`config.mk`:
```
export PLATFORM = sky130hd
export DESIGN_NAME = sn74123_mono
export DESIGN_NICKNAME = d
export VERILOG_FILES = /design/src/rtl/sn74123_mono.sv
export SDC_FILE = /design/constraint.sdc
export NUM_CORES = 1
export LEC_CHECK = 0
export CORE_ASPECT_RATIO = 0.8
export CORE_UTILIZATION = 47
export DETAILED_ROUTE_END_ITERATION = 8
export PLACE_DENSITY = 0.74
export SETUP_SLACK_MARGIN = 0.1
export SLEW_MARGIN = 20
export SYNTH_ARGS = -nofsm -noshare
export SYNTH_HDL_FRONTEND = slang
export SYNTH_SLANG_ARGS = --single-unit
```
`constraint.sdc`:
```
create_clock -name mclk -period 2.2 [get_ports mclk]
set_clock_uncertainty 0.05 [all_clocks]
set_input_delay 0.33 -clock mclk [delete_from_list [all_inputs] [get_ports mclk]]
set_output_delay 0.33 -clock mclk [all_outputs]
set_load 0.02 [all_outputs]
```
`src/rtl/sn74123_mono.sv`:
```
// sn74123_mono: dual retriggerable monostable, fully synchronous to mclk.
// Pulse widths are counted in mclk cycles. Both channels share one
// implementation, built by a generate loop over the channel index.
// Optional feature macro: SN74123_RETRIGGER_EN
//   defined   -> an edge during a pulse reloads the counter (74123 style)
//   undefined -> edges during a pulse are ignored (74121 style)
module sn74123_mono #(
  parameter int CW     = 8,
  parameter int PULSE1 = 10,
  parameter int PULSE2 = 10
) (
  input  logic mclk,
  input  logic reset,
  input  logic a1_n,
  input  logic b1,
  input  logic clr1_n,
  output logic q1,
  output logic q1_n,
  input  logic a2_n,
  input  logic b2,
  input  logic clr2_n,
  output logic q2,
  output logic q2_n
);

`ifdef SN74123_RETRIGGER_EN
  localparam bit RETRIG = 1'b1;
`else
  localparam bit RETRIG = 1'b0;
`endif

  // Channel-indexed views of the ports so one generate body serves both
  logic [1:0] a_n_w;
  logic [1:0] b_w;
  logic [1:0] clr_n_w;
  logic [1:0] q_w;

  assign a_n_w   = {a2_n, a1_n};
  assign b_w     = {b2, b1};
  assign clr_n_w = {clr2_n, clr1_n};

  assign q1   = q_w[0];
  assign q1_n = ~q_w[0];
  assign q2   = q_w[1];
  assign q2_n = ~q_w[1];

  genvar gi;
  generate
    for (gi = 0; gi < 2; gi++) begin : g_ch
      localparam int PULSE = (gi == 0) ? PULSE1 : PULSE2;
      // n-1 always fits in CW bits because n <= 2**CW
      localparam logic [CW-1:0] LOAD = CW'(PULSE - 1);

      logic          trig;
      logic          trig_edge;
      logic          trig_prev_q, trig_prev_d;
      logic          q_q, q_d;
      logic [CW-1:0] cnt_q, cnt_d;

      // The three device triggers collapse into one combined level; only
      // its rising edge fires, so a level held through reset never fires.
      assign trig      = ~a_n_w[gi] & b_w[gi] & clr_n_w[gi];
      assign trig_edge = trig & ~trig_prev_q;

      // Next-state: clear, start, optional reload, end of pulse, count down
      always_comb begin
        trig_prev_d = trig;
        q_d         = q_q;
        cnt_d       = cnt_q;
        if (!clr_n_w[gi]) begin
          q_d   = 1'b0;
          cnt_d = '0;
        end else if (trig_edge && (!q_q || RETRIG)) begin
          // Start a pulse, or restart the count of a running one
          q_d   = 1'b1;
          cnt_d = LOAD;
        end else if (q_q && (cnt_q == '0)) begin
          // Reached when idle-edge is ignored too, so the pulse still ends
          q_d = 1'b0;
        end else if (q_q) begin
          cnt_d = cnt_q - 1'b1;
        end
      end

      // State registers; trig_prev resets high so an active trigger must drop first
      always_ff @(posedge mclk or posedge reset) begin
        if (reset) begin
          trig_prev_q <= 1'b1;
          q_q         <= 1'b0;
          cnt_q       <= '0;
        end else begin
          trig_prev_q <= trig_prev_d;
          q_q         <= q_d;
          cnt_q       <= cnt_d;
        end
      end

      assign q_w[gi] = q_q;
    end
  endgenerate

endmodule

```
# After elaboration in Yosys (flattened, before gate mapping)
# Index checks and enable logic that the tools add are counted.
op_classes:
  n_addsub: 2
  n_eq_ne: 6
  mux: 14
  bitwise: 12
  n_reduce_logical: 10
ops:
  columns: ["op", "count"]
  rows:
  - ["8-bit 2-to-1 mux", 8]
  - ["8-bit logical NOT", 2]
  - ["8-bit by 1-bit subtractor with 8-bit output (second input constant)", 2]
  - ["3-bit by 1-bit inequality test with 1-bit output (second input constant)", 4]
  - ["1-bit bitwise AND", 6]
  - ["1-bit 2-to-1 mux", 6]
  - ["3-bit inequality test (second input constant)", 2]
  - ["1-bit NOT", 6]
  - ["1-bit logical AND", 4]
  - ["2-bit AND reduction", 2]
  - ["1-bit logical NOT", 2]
word_totals:
  reg_bits: 20
  in_bits: 8
  out_inout_bits: 4

# Depth between registers and ports, before layout
depth:
  depth_word: 7
  ltp_mapped: 5

# Least setup slack after synthesis
# OpenSTA, ideal clock, no wires.
synth_timing:
  path_kind: "register -> register"
  from: "register g_ch[1].q_q, in the netlist q2"
  to: "register g_ch[1].cnt_q[5]"
  setup_time_ns: 0.078
  arrival_ns: 1.533
  slack_ns: 0.539
  path_stages_with_launch: 4
  synth_period_minus_slack_ns: 1.661
  path_cell_list: "dfrtp_1 or3b_2 or4_1 a21oi_1"
synth_between:
  elab_chain_cells: 4
  elab_cells_between_ends: 8
  classes_between: "eq/ne: 2; mux: 2; reduce/logical: 4"
synth_rtl:
  columns: ["element", "line_no", "source"]
  rows:
  - ["start: declaration", "57", "logic q_q, q_d;"]
  - ["start signal: assignment", "93", "q_q <= q_d;"]
  - ["1-bit logical NOT", "73", "end else if (trig_edge && (!q_q || RETRIG)) begin"]
  - ["1-bit logical AND", "73", null]
  - ["3-bit inequality test (no source line), or another cell as far along", null, null]
  - ["2-bit AND reduction (no source line) / 8-bit 2-to-1 mux (equally long branches)", null, null]
  - ["end signal: assignment", "94", "cnt_q <= cnt_d;"]
  - ["end: declaration", "58", "logic [CW-1:0] cnt_q, cnt_d;"]
# Parallel ways exist; a longest one is shown, timed or not.
# A chain may end at the register's enable or synchronous reset.

# Worst setup path in the final report
layout_timing:
  from: "register g_ch[0].cnt_q[0]"
  to: "register g_ch[0].cnt_q[0]"
layout_between:
  elab_chain_cells: 5
  elab_cells_between_ends: 9
  classes_between: "add/sub: 1; eq/ne: 1; mux: 4; reduce/logical: 3"
layout_rtl:
  columns: ["element", "line_no", "source"]
  rows:
  - ["start: declaration", "58", null]
  - ["start signal: assignment", "94", null]
  - ["8-bit by 1-bit subtractor with 8-bit output", "81", "cnt_d = cnt_q - 1'b1;"]
  - ["8-bit 2-to-1 mux", "80", "end else if (q_q) begin"]
  - ["8-bit 2-to-1 mux", "77", "end else if (q_q && (cnt_q == '0)) begin"]
  - ["8-bit 2-to-1 mux", "73", null]
  - ["8-bit 2-to-1 mux", "70", "if (!clr_n_w[gi]) begin"]
# Parallel ways exist; a longest one is shown, timed or not. The select of a mux whose other input is x is not followed.

==> metrics.cfg <==
[die]
die_y_um = 45.6
die_w_um = 56.5
start_util_pct = 50.8
coreArea_mm2 = 0.00220
rows = 15
die-area_mm2 = 0.00257
io_pins = 12

[routing]
ant_nets = 0
drt_pass1_iterations = 4
wl_per_cell_um = 14.8
num_vias = 962
drtIter0Drc = 47
drc = 0
routed_wl_um = 2300
vias_per_cell = 6.21

[finish]
nets = 143
num_antenna_cells = 0
multiInputGateArea_um2 = 563
drive_gt1_share_pct = 10.8
area_growth_pct = 15.3
ff_latch_area_um2 = 503
fillers = 201
fin_area_mm2 = 0.00128
final_common_cell = dfrtp_1
final_cell_mix = 18 x dfrtp_1, 13 x a21oi_1, 12 x nand2_1

[pwr]
p_per_area_mw_per_mm2 = 616
power.leakage_nw = 0.509
combPwrFrac_pct = 21.6
pwr-share-seq_pct = 51.4
p_sw_uw = 232
vdd_drop_max_uv = 463
swShare_pct = 29.3
internal-power_uw = 560
clkPwrFrac_pct = 26.9

[place]
placed_area_mm2 = 0.00125
port-buffer-count = 11
place_congestion = 0.868
dp_hpwl_um = 1750

[grt]
track_usage_pct = 21.2
grt_pass1_vias = 912
grt_pass1_wl_um = 4060
overflow = 0
grt_max_degree = 16
grt_antenna_before_repair = 0

[clock_network]
clk_pin_slew_worst_paths_ns = 0.11
clock_path_buffers = 2
numCtsBuffers = 3
clock_latency_ns = 0.30
root_buffer = clkbuf_4
hold_buffers = 0
cts_tree = yes
htreeDepth = 1
postCtsSetupBuffers = 0
post_cts_resized = 0
clock_sinks = 20

[timing]
max_freq_mhz = 526
slew_headroom_pct = 51.7
finalSetupViolations = 0
final_max_slew_viol_count = 0
rsz0062_at_grt = false
fin_setup_tns_ns = 0
fin_crit_ns = 1.90
hold_violations = 0
tightest_slew_ns = 0.723
period_share_pct = 86.5

[synthesis]
synth.avg_cell_area_um2 = 9.61
ys_seq_area_share_pct = 45.1
synth_warnings = 0
syn-cell-area_mm2 = 0.00111
syn-num-nets = 128
syn_inst = 116
synth-seq-cells = 20
ys_types = 34

[outcome]
outcome = finished, final reports clean

[worst_setup_path]
cp-start-kind = flip-flop
required_ns = 2.37
r2r_setup_slack_ns = 0.30
crit_arrival_ns = 2.07
worstPathMaxFanout = 5
end_kind = flip-flop
crit_type = reg -> reg

[hold_path]
worstHoldPathType = in -> async

[job]
maxCapViolCount = 0

## synth_stat cells (all sizes together)
| cell type | number | area share (%) |
|---|---|---|
| a211o | 3 | 2.5 |
| a211oi | 6 | 4.0 |
| a21o | 1 | 0.67 |
| a21oi | 13 | 5.8 |
| a41oi | 2 | 1.6 |
| and2 | 2 | 1.1 |
| buf | 1 | 1.0 |
| clkbuf | 1 | 0.34 |
| dfrtp | 18 | 40 |
| dfstp | 2 | 4.7 |
| ha | 4 | 4.5 |
| inv | 9 | 3.0 |
| mux2i | 1 | 0.90 |
| nand2 | 12 | 4.0 |
| nand3 | 2 | 0.90 |
| nand3b | 1 | 0.67 |
| nand4 | 1 | 0.56 |
| nor2 | 4 | 1.3 |
| nor3 | 2 | 0.90 |
| nor3b | 4 | 2.7 |
| nor4 | 2 | 1.1 |
| nor4b | 1 | 1.3 |
| o2111ai | 1 | 0.79 |
| o211ai | 1 | 0.67 |
| o21ai | 6 | 2.7 |
| o31ai | 1 | 0.67 |
| o41ai | 1 | 0.79 |
| or2 | 1 | 0.56 |
| or3 | 2 | 1.1 |
| or3b | 3 | 2.4 |
| or4 | 6 | 4.4 |
| or4b | 2 | 1.8 |
## logic make-up after synthesis
kind of cell               count (synthesis)  synth area share [%]
adders and majority gates                  4                  4.49
buffers and inverters                     11                  4.38
and+or+nand+nor                           45                  24.9
DFF                                       20                  45.1
muxes                                      1                 0.898
AOI/OAI and AO/OA                         35                  20.2
## sequential cells by signal (all words and copies together) (netlist names)
name / flops
g_ch.cnt_q: 16
g_ch.trig_prev_q: 2
q1: 1
q2: 1
## worst paths after layout
| check | endpoint | cells past startpoint | start |
|---|---|---|---|
| min reg2reg | g_ch[0].cnt_q[7]$_DFFE_PP0P_ | 2 | g_ch[0].cnt_q[7]$_DFFE_PP0P_ |
| max in group asynchronous | g_ch[1].trig_prev_q$_DFF_PP1_ | 3 | reset |
| min | g_ch[0].cnt_q[1]$_DFFE_PP0P_ | 2 | reset |
| max reg2reg | g_ch[0].cnt_q[0]$_DFFE_PP0P_ | 5 | g_ch[0].cnt_q[0]$_DFFE_PP0P_ |
| min in group mclk | g_ch[1].trig_prev_q$_DFF_PP1_ | 2 | a2_n |
| max | g_ch[0].cnt_q[0]$_DFFE_PP0P_ | 5 | g_ch[0].cnt_q[0]$_DFFE_PP0P_ |
## metal layers
layer | wire length [um] | global-route usage, %
met1 | 1130 | 29.9
met2 | 1010 | 30.1
met3 | 125 | 5.97
met4 | 31 | 10.2
met5 | 0 | 0
## area by class of cell
type | instances | area share (%)
Inverter | 9 | 2.63
Sequential cell | 20 | 39.1
Tap cell | 25 | 2.43
Multi-Input combinational cell | 85 | 43.8
Clock buffer | 4 | 2.82
Timing Repair Buffer | 12 | 9.15
## worst max-delay path, stage by stage (launching register included)
cell and delay [ns]:
dfrtp_1 0.41, inv_1 0.12, ha_1 0.20, nor3b_1 0.62
a211oi_1 0.16, a211oi_1 0.26
## stage by stage
| step | std cells | hold WS [ns] | setup WS, ns | total power [mW] | utilization, % |
|---|---|---|---|---|---|
| 6_report | 155 | 0.166 | 0.297 | 0.792 | 58.5 |
| 5_1_grt | 155 | 0.182 | 0.143 | 0.835 | 58.5 |
| 4_1_cts | 155 | 0.160 | 0.307 | 0.801 | 58.5 |
| 3_5_place_dp | 151 | 0.504 | 0.267 | 0.583 | 56.9 |
| 3_3_place_gp | 151 | 0.502 | 0.306 | 0.577 | 56.9 |
| 2_1_floorplan | 116 | 0.242 | 0.539 | 0.527 | - |
## power groups by stage
stage | sequential (mW) | clock, mW | combinational (mW)
floorplan | 0.410 | 0 | 0.117
global placement | 0.412 | 0 | 0.164
detailed placement | 0.414 | 0 | 0.169
CTS | 0.407 | 0.223 | 0.171
global route | 0.411 | 0.231 | 0.194
finish | 0.407 | 0.213 | 0.171
No activity file was read; power rests on OpenSTA's default activity.
